<file path="src/rtl/rstb_seq_pkg.sv">
// Shared definitions for the reset sequencer slice.
//   seq_state_e : sequencer state encoding (HOLD, GAP, RUN, SOFT)
//   cnt_width() : width of the hold/stagger counter, sized so the larger
//                 terminal count fits with one spare bit.
package rstb_seq_pkg;

    typedef enum logic [1:0] {
        ST_HOLD = 2'd0,
        ST_GAP  = 2'd1,
        ST_RUN  = 2'd2,
        ST_SOFT = 2'd3
    } seq_state_e;

    function automatic int cnt_width(input int hold, input int stagger);
        int m;
        m = (hold > stagger) ? hold : stagger;
        return $clog2(m) + 1;
    endfunction

endpackage

</file>
<file path="src/rtl/rstb_rr_arbiter.sv">
// Combinational round-robin pick for soft-reset requests.
//   req   : per-domain request level
//   ptr   : index with highest priority this cycle
//   grant : first requesting index at or after ptr (wrapping)
//   valid : at least one request is present
module rstb_rr_arbiter #(
    parameter int N_DOM = 4,
    parameter int IW    = 2
) (
    input  logic [N_DOM-1:0] req,
    input  logic [IW-1:0]    ptr,
    output logic [IW-1:0]    grant,
    output logic             valid
);

    always_comb begin
        int          cand;
        logic [IW-1:0] cidx;
        grant = '0;
        valid = 1'b0;
        cand  = 0;
        cidx  = '0;
        // Walk from the farthest offset down so the nearest requester wins
        // by being assigned last.
        for (int i = N_DOM - 1; i >= 0; i--) begin
            cand = int'(ptr) + i;
            if (cand >= N_DOM) begin
                cand = cand - N_DOM;
            end
            cidx = IW'(cand);
            if (req[cidx]) begin
                grant = cidx;
                valid = 1'b1;
            end
        end
    end

endmodule

</file>
<file path="src/rtl/rstb_sequencer.sv">
// Reset sequencer / arbiter for the RSTB pins of the register domains.
// Holds all domains in reset, releases them one at a time, then services
// per-domain soft resets round-robin.
//   CLK      : clock, rising edge
//   RSTB     : synchronous active-low reset
//   start    : one-cycle request to re-run the full sequence (RUN only)
//   soft_req : per-domain soft-reset request level
//   soft_ack : one-cycle pulse when a domain's soft reset completes
//   dom_rstb : registered active-low reset per domain
//   busy     : sequence or soft reset in progress
//   done     : all domains released, block idle
//
// state | meaning
// HOLD  | all domains held low, counting the hold width
// GAP   | releasing domains 1..N_DOM-1, one per stagger interval
// RUN   | idle, all released; accepts start or soft_req
// SOFT  | one granted domain held low for the hold width
module rstb_sequencer
    import rstb_seq_pkg::*;
#(
    parameter int N_DOM          = 4,
    parameter int HOLD_CYCLES    = 8,
    parameter int STAGGER_CYCLES = 2
) (
    input  logic             CLK,
    input  logic             RSTB,
    input  logic             start,
    input  logic [N_DOM-1:0] soft_req,
    output logic [N_DOM-1:0] soft_ack,
    output logic [N_DOM-1:0] dom_rstb,
    output logic             busy,
    output logic             done
);

    localparam int CW = cnt_width(HOLD_CYCLES, STAGGER_CYCLES);
    localparam int IW = $clog2(N_DOM);

    localparam logic [1:0] S_HOLD = ST_HOLD;
    localparam logic [1:0] S_GAP  = ST_GAP;
    localparam logic [1:0] S_RUN  = ST_RUN;
    localparam logic [1:0] S_SOFT = ST_SOFT;

    localparam logic [CW-1:0] HOLD_TC = CW'(HOLD_CYCLES - 1);
    localparam logic [CW-1:0] STAG_TC = CW'(STAGGER_CYCLES - 1);
    localparam logic [IW-1:0] LAST    = IW'(N_DOM - 1);

    logic [1:0]    state;
    logic [CW-1:0] cnt;
    logic [IW-1:0] idx;
    logic [IW-1:0] rr_ptr;
    logic [IW-1:0] soft_g;
    logic [IW-1:0] arb_grant;
    logic          arb_valid;

    rstb_rr_arbiter #(
        .N_DOM (N_DOM),
        .IW    (IW)
    ) u_arb (
        .req   (soft_req),
        .ptr   (rr_ptr),
        .grant (arb_grant),
        .valid (arb_valid)
    );

    always_ff @(posedge CLK) begin
        if (!RSTB) begin
            state    <= S_HOLD;
            cnt      <= '0;
            idx      <= '0;
            rr_ptr   <= '0;
            soft_g   <= '0;
            dom_rstb <= '0;
            soft_ack <= '0;
            busy     <= 1'b1;
            done     <= 1'b0;
        end else begin
            soft_ack <= '0;
            case (state)
                S_HOLD: begin
                    if (cnt == HOLD_TC) begin
                        dom_rstb[0] <= 1'b1;
                        idx         <= IW'(1);
                        cnt         <= '0;
                        state       <= S_GAP;
                    end else begin
                        cnt <= cnt + 1'b1;
                    end
                end
                S_GAP: begin
                    if (cnt == STAG_TC) begin
                        dom_rstb[idx] <= 1'b1;
                        cnt           <= '0;
                        if (idx == LAST) begin
                            state <= S_RUN;
                            done  <= 1'b1;
                            busy  <= 1'b0;
                        end else begin
                            idx <= idx + 1'b1;
                        end
                    end else begin
                        cnt <= cnt + 1'b1;
                    end
                end
                S_RUN: begin
                    if (start) begin
                        dom_rstb <= '0;
                        done     <= 1'b0;
                        busy     <= 1'b1;
                        cnt      <= '0;
                        idx      <= '0;
                        state    <= S_HOLD;
                    end else if (arb_valid) begin
                        dom_rstb[arb_grant] <= 1'b0;
                        soft_g              <= arb_grant;
                        busy                <= 1'b1;
                        done                <= 1'b0;
                        cnt                 <= '0;
                        state               <= S_SOFT;
                    end
                end
                S_SOFT: begin
                    if (cnt == HOLD_TC) begin
                        dom_rstb[soft_g] <= 1'b1;
                        soft_ack[soft_g] <= 1'b1;
                        rr_ptr           <= (soft_g == LAST) ? '0 : soft_g + 1'b1;
                        busy             <= 1'b0;
                        done             <= 1'b1;
                        state            <= S_RUN;
                    end else begin
                        cnt <= cnt + 1'b1;
                    end
                end
                default: state <= S_HOLD;
            endcase
        end
    end

endmodule
</file>
<file path="config.mk">
export PLATFORM = sky130hd
export DESIGN_NAME = rstb_sequencer
export DESIGN_NICKNAME = d
export VERILOG_FILES = /design/src/rtl/rstb_seq_pkg.sv /design/src/rtl/rstb_rr_arbiter.sv /design/src/rtl/rstb_sequencer.sv
export SDC_FILE = /design/constraint.sdc
export NUM_CORES = 1
export LEC_CHECK = 0
export BUFFER_PORTS_ARGS = -buffer_cell sky130_fd_sc_hd__buf_2
export CORE_MARGIN = 4
export CORE_UTILIZATION = 60
export CTS_BUF_LIST = sky130_fd_sc_hd__clkbuf_4 sky130_fd_sc_hd__clkbuf_8
export DETAILED_ROUTE_END_ITERATION = 10
export GPL_ROUTABILITY_DRIVEN = 0
export GPL_TIMING_DRIVEN = 0
export PLACE_DENSITY_LB_ADDON = 0.1
export SLEW_MARGIN = 20
export SYNTH_ARGS = -nofsm -noshare
export SYNTH_HDL_FRONTEND = slang
export SYNTH_SLANG_ARGS = --single-unit
</file>
<file path="constraint.sdc">
create_clock -name CLK -period 2.7 [get_ports CLK]
set_input_delay 0.81 -clock CLK [delete_from_list [all_inputs] [get_ports CLK]]
set_output_delay 0.81 -clock CLK [all_outputs]
set_load 0.1 [all_outputs]
</file>
# After elaboration in Yosys (flattened, before gate mapping)
# Index checks and enable logic that the tools add are counted.
# word_totals
out_inout_bits,10
ff_bits,22
mem_bits_ro,0
memories,0
input_bits,7
mem_bits_rw,0
latch_bits,0
wordCells,131
# classes
eq_ne,15
multipliers,0
n_reduce_logical,15
n_div,0
magnitude_cmp,14
bitwise,5
n_shift,0
n_addsub,10
muxes,62
# op_table
op,n
$mux 2,18
$mux 4,9
$lt 2x3->1 const B,7
$mux 1,21
$pmux 4 s4,1
$reduce_and 5->1,3
$ne 2x2->1 const B,7
$ge 3x3->1 const B,3
$pmux 3 s3,1
$bmux 1 s2,4
$eq 2x2->1 const B,4
$or 4x4->4,2
$pmux 2 s4,1
$reduce_and 4->1,2
$sub 2x1->2 const B,4
$add 2x2->3 const B,2
$demux 1 s2,3
$ge 2x1->1 const B,3
$pmux 1 s3,2
$pmux 2 s3,1
$reduce_and 3->1,2
$reduce_bool 3->1,2
$add 2x1->2 const B,2
$add 4x1->4 const B,1
other kinds (13),16

# Longest topological paths before layout
# Gate-level depths: netlist of the first run.
# logic_depth
depth_word,18
ltp_mapped,8

# Hierarchy
# Synthesis of the first run repeated with hierarchy kept, for this count alone.
# hier_totals
cells_unflattened,161
hier_area_um2,1391.3
# by_module_without_submodules
mod,cells_per_inst,instances,area_per_inst_um2
rstb_sequencer,148,1,1313.8
rstb_rr_arbiter,13,1,77.6

# Worst setup path after synthesis of the first run
# No wires, ideal clock.
# synth_timing
path_type,input-to-reg
startpoint,input port soft_req[0]
endpoint,register busy
arrival_ns,1.920
path_slack_ns,0.665
required_ns,2.585
path_stages,6
setup_time_ns,0.115
cell_sequence,clkbuf_1 -> nor4_2 -> a22oi_1 -> nand3b_1 -> o21ai_0 -> a21o_1
# synth_via
elab_chain_len,8
# synth_lines
item,line_no,text
from (decl),rstb_sequencer.sv:28,"input logic [N_DOM-1:0] soft_req,"
$bmux 1 s2,rstb_rr_arbiter.sv:31,if (req[cidx]) begin
$mux 1 (not written as such),rstb_rr_arbiter.sv:31,
$mux 1 (3 in series),rstb_rr_arbiter.sv:31,
$mux 1 *,rstb_rr_arbiter.sv:31,
$ne 3x3->1 (no line) *,--,
$reduce_and 5->1 (no line) *,--,
to (signal assigned),rstb_sequencer.sv:74,busy <= 1'b1;
to (signal assigned),rstb_sequencer.sv:96,busy <= 1'b0;
to (signal assigned),rstb_sequencer.sv:108,busy <= 1'b1;
to (decl),rstb_sequencer.sv:31,"output logic busy,"
# Every way passes the cells marked *; elsewhere a longest branch is shown, timed or not. The select of a mux whose other input is x is not followed.
# A chain may end at the register's enable or synchronous reset.

# Worst setup path in the final report of the first run
# layout_timing
startpoint,register state[0]
endpoint,register busy
# layout_via
elab_chain_len,3
# layout_lines
item,line_no,text
from (decl),rstb_sequencer.sv:47,logic [1:0] state;
from (signal assigned),rstb_sequencer.sv:67,state <= S_HOLD;
from (signal assigned),rstb_sequencer.sv:84,state <= S_GAP;
from (signal assigned),rstb_sequencer.sv:94,state <= S_RUN;
$eq 2x2->1 or $eq 2x1->1 (tied branches),rstb_sequencer.sv:78,case (state)
$ne 3x3->1 (no line) (tied with other cells),--,
$reduce_and 5->1 (no line),--,
# Several ways; a longest one is shown, not always the timed one.

==> results of run 1 <==
==> routing by layer <==
metal	vias to the layer above	wire (um)
li1	648	-
met1	606	1340
met2	36	1490
met3	5	194
met4	0	34
met5	-	0
==> power by group <==
group | internal [mW] | total (mW) | switching (mW)
sequential | 0.357 | 0.384 | 0.0272
combinational | 0.109 | 0.341 | 0.232
clock | 0.0824 | 0.180 | 0.0977
==> final cells by class <==
type / count / share of cell area
Multi-Input combinational cell: 128 / 0.570
Sequential cell: 22 / 0.282
Timing Repair Buffer: 15 / 0.0480
Inverter: 13 / 0.0312
Buffer: 8 / 0.0240
Clock buffer: 4 / 0.0232
Tap cell: 28 / 0.0224
==> sequential cells by signal, indices dropped and copies added, names as in the netlist <==
register  flops
done          1
state         2
busy          1
rr_ptr        2
soft_ack      4
cnt           4
dom_rstb      4
soft_g        2
idx           2
==> worst max-delay path: stages (launching register included) <==
cell,delay [ps]
dfxtp_1,350
inv_1,130
ha_1,240
nor2b_1,190
clkbuf_1,370
a22oi_1,210
nand3b_1,220
o21ai_0,140
a21o_1,190
==> cell usage after synthesis (2+ instances only) <==
cell type / instances
o211ai_1: 2
nand3b_1: 2
and3_1: 4
dfxtp_1: 22
nand2_1: 9
nand4_1: 3
nor3_1: 4
mux2i_1: 3
a211oi_1: 8
a21oi_1: 18
nand2b_1: 3
o22ai_1: 5
o21ai_0: 9
or3_1: 2
clkbuf_1: 7
ha_1: 15
nor2b_1: 6
inv_1: 12
nor2_1: 12
==> through the flow <==
stage	setup WS [ps]	std cells	utilization
after global routing	370	218	0.700
after global placement	344	214	0.684
after detailed placement	307	214	0.684
after CTS	604	218	0.700
after floorplan	665	171	-
final	567	218	0.700
==> placed cells by master, fill, tap and decap left out, types with 4 or more instances in the layout <==
cell / count
buf_2: 15
ha_1: 15
and3_1: 4
nor3_1: 4
a211oi_1: 8
o21ai_0: 9
inv_1: 12
nor2_1: 12
nor2b_1: 6
nand2_1: 9
clkbuf_1: 7
a21oi_1: 18
dfxtp_1: 22
o22ai_1: 5
==> logic make-up (layout without fill, tap and decap cells) <==
| family | count (synthesis) | after routing |
|---|---|---|
| simple gates | 54 | 54 |
| fa+ha+maj | 15 | 15 |
| flops | 22 | 22 |
| buf+inv | 21 | 40 |
| mux | 4 | 4 |
| compound gates | 53 | 53 |
| xor+xnor | 2 | 2 |
==> worst paths after layout <==
path,startpoint,end,slack [ps],cells past startpoint
hold / removal,done,done,460,2
setup / recovery,state[0],busy,570,8
setup reg to reg,state[0],busy,570,8
hold reg to reg,done,done,460,2
==> impl_metrics.ini, run 1 <==
[status]
status = completed

[cells_and_area]
final_cell_area_um2 = 1560
multi_input_area_um2 = 891
seq_area_um2 = 440
area_growth_pct = 10.3
drive_gt1_frac = 0.142
fillerInstances = 191
nets = 213
antenna_cells = 0

[floorplan]
fp.dieW_um = 56.6
rows = 17
die_h_um = 56.6
die_area_um2 = 3200
start_util = 0.635
core-area_um2 = 2230
ioPinCount = 17

[synthesis]
postSynthAreaPerCell_um2 = 8.29
synthMuxAreaShare = 0.0291
ys_top_cells_by_area = dfxtp_1, ha_1, a21oi_1
synth-seq-area-share = 0.311
async_flop_share = 0
synth_edf_count = 0
synth_top_family_by_area = compound AO/OA/AOI/OAI gates
netlist.area_leader.share = 0.311
yosys_warnings = 0
ys.flop_type = dfxtp_1
syn_area_um2 = 1420
synth_seq_cells = 22
yosysUniqueCellTypes = 44
synth_cells = 171
synthDominantAreaCellType = dfxtp_1
synth_compound_area_frac = 0.237
synthAdderAreaFrac = 0.132
synth-xor-area-share = 0.0124
synth_nets = 193
yosys.area_share.simple = 0.218

[setup_path]
setup.worst_path.class = flop to flop
endpoint_kind = flop
crit_arrival_ps = 2350
crit_required_ps = 2920
startpoint_type = flop
critPathMaxFanout = 10

[clock_tree]
cts_hold_buf = 0
tritoncts = yes
clockBufferDepth = 2
cts_sinks = 22
cts_resized = 0
clk_pin_slew_ps = 120
cts_buffers = 3
cts_root_buf = clkbuf_4
htree_num_levels = 1
post_cts_buffers = 0
clkLatencyLatePin_ps = 310

[timing]
drv_slew = 0
tightest_slew_ps = 589
min_period_ps = 2130
rsz0062_at_grt = no
clock_skew_ps = 7.47
maxSlewHeadroom = 0.604
hold_ws_ps = 465
fin_crit_sh = 0.790
setup_violations = 0
tns_ps = 0
finalHoldViolations = 0
fmax_ghz = 0.469

[pwr]
vdd_drop_max_mv = 0.472
leakage_nw = 0.603
power_uw = 905
p_per_area_nw_per_um2 = 579

[placed_design]
placed_area_um2 = 1530
portBuffers = 15
dpl.hpwl_um = 2410

[global_route]
grt_max_degree = 13
busiest_layer = met2
use_met1 = 0.249
grt_pass1_vias = 1159
grt_pass1_wl_um = 5150
grt_util_all_layers = 0.200
antenna_found_initial = 0
grt_remaining_overflow = 0
grt_util_met3 = 0.0414
met2_usage = 0.348

[route]
routed_wl_um = 3070
vias = 1295
dr.first_iter.drc_count = 41
route.detailed.drc = 0
final_antenna_net_count = 0
viasPerCell = 5.94
firstDrtPassIters = 4
wl_per_cell_um = 14.1

[hold_path]
worstHoldPathType = flop to flop

[run]
max-cap-violations = 0
No activity file was read; power rests on OpenSTA's default activity.
==> inputs of run 2 (changes only) <==
Settings changed: CORE_UTILIZATION 60 to 54.
Clock period 2.7 ns to 1.9 ns, I/O delays scaled along.
==> impl_metrics.ini, run 2 (synthesis results as in run 1) <==
[timing]
drv_slew = 0
clock_skew_ps = 8.70
maxSlewHeadroom = 0.675
setup_violations = 0
min_period_ps = 1880
rsz0062_at_grt = yes
fmax_ghz = 0.532
fin_crit_sh = 0.989
finalHoldViolations = 0
tightest_slew_ps = 481

[floorplan]
die_h_um = 59.2
rows = 18
core-area_um2 = 2500
die_area_um2 = 3510
fp.dieW_um = 59.2
start_util = 0.567
ioPinCount = 17

[global_route]
grt_remaining_overflow = 0
antenna_found_initial = 0
grt_pass1_wl_um = 5310
grt_max_degree = 14
grt_util_all_layers = 0.194
grt_pass1_vias = 1178

[clock_tree]
clk_pin_slew_ps = 130
cts_root_buf = clkbuf_4
htree_num_levels = 1
tritoncts = yes
clkLatencyLatePin_ps = 310
cts_buffers = 3
clockBufferDepth = 2
cts_sinks = 22

[cells_and_area]
antenna_cells = 0
nets = 214
seq_area_um2 = 444
fillerInstances = 216
top_regs = cnt: 4 flops, dom_rstb: 4 flops, soft_ack: 4 flops
drive_gt1_frac = 0.241
area_growth_pct = 18.1
multi_input_area_um2 = 957
layout_common_cells = dfxtp_1, a21oi_1, buf_2
final_common_cell = dfxtp_1
final_cell_area_um2 = 1670

[setup_path]
crit_required_ps = 2160
endpoint_kind = flop
startpoint_type = flop
setup.worst_path.class = flop to flop
critPathMaxFanout = 4
crit_arrival_ps = 2140

[route]
routed_wl_um = 3300
final_antenna_net_count = 0
top_layer = met4
route.met3.wl_um = 172
dr.first_iter.drc_count = 88
viasPerCell = 5.95
wl_met1_um = 1490
vias = 1315
wl_met2_um = 1620
wl_per_cell_um = 14.9
route.detailed.drc = 0
firstDrtPassIters = 4

[pwr]
power_mw = 1.45
p_per_area_nw_per_um2 = 869
vdd_drop_max_mv = 0.731
leakage_nw = 0.643

[placed_design]
placed_area_um2 = 1530
portBuffers = 15
dpl.hpwl_um = 2410

[run]
max-cap-violations = 0

[hold_path]
worstHoldPathType = flop to flop

[status]
status = completed
==> run 2: changes by cell type in the layout (fill, tap and decap cells not counted), sizes merged <==
cell	delta
clkbuf	-3
bufinv	+1
buf	+3
==> run 2: through the flow <==
step            util  cells  hold slack [ps]  setup slack, ps  TNS, ps
2_1_floorplan      -    171              470              105        0
3_3_place_gp   0.612    216              429             -243    -1020
3_5_place_dp   0.612    216              436             -266    -1340
4_1_cts        0.645    221              468             5.47        0
5_1_grt        0.670    221              480            -64.6     -185
6_report       0.670    221              463             20.1        0
==> run 2: final cells by class <==
| cell class | instances | share of cell area |
|---|---|---|
| multi-input combinational | 128 | 0.572 |
| sequential | 22 | 0.265 |
| timing repair buffer | 17 | 0.0538 |
| inverter | 13 | 0.0291 |
| buffer | 7 | 0.0262 |
| tap | 30 | 0.0224 |
| clock inverter | 1 | 0.0179 |
| clock buffer | 3 | 0.0135 |
==> run 2: what timing repair did <==
item,4_1_cts,5_1_grt
pin swaps,2,3
hold buffers,0,0
cloned,0,0
buffers inserted,1,1
setup endpoints to repair,10,14
resized for setup,8,17
==> run 2: final timing paths <==
path	depth (start not counted)	slack, ps	from	end
hold / removal	1	460	busy	busy
hold reg to reg	1	460	busy	busy
setup / recovery	7	20	cnt[1]	state[1]
setup reg to reg	7	20	cnt[1]	state[1]
==> run 2: layer usage <==
layer	vias to the layer above	global-route usage
li1	655	-
met1	615	0.259
met2	43	0.326
met3	2	0.0261
met4	0	0.0485
met5	-	0
==> run 2: power by group <==
| group | switching [mW] | internal, mW | leakage, nW |
|---|---|---|---|
| Sequential | 0.0406 | 0.511 | 0.179 |
| Clock | 0.144 | 0.213 | 0.0279 |
| Combinational | 0.359 | 0.185 | 0.436 |
| Total | 0.544 | 0.910 | 0.643 |
==> run 2: critical path, stage by stage (launching register included) <==
cell	delay (ps)
dfxtp_2	360
inv_1	60
ha_1	160
or3b_4	420
o21ai_2	190
nand3_2	140
or3_4	380
a21oi_2	130
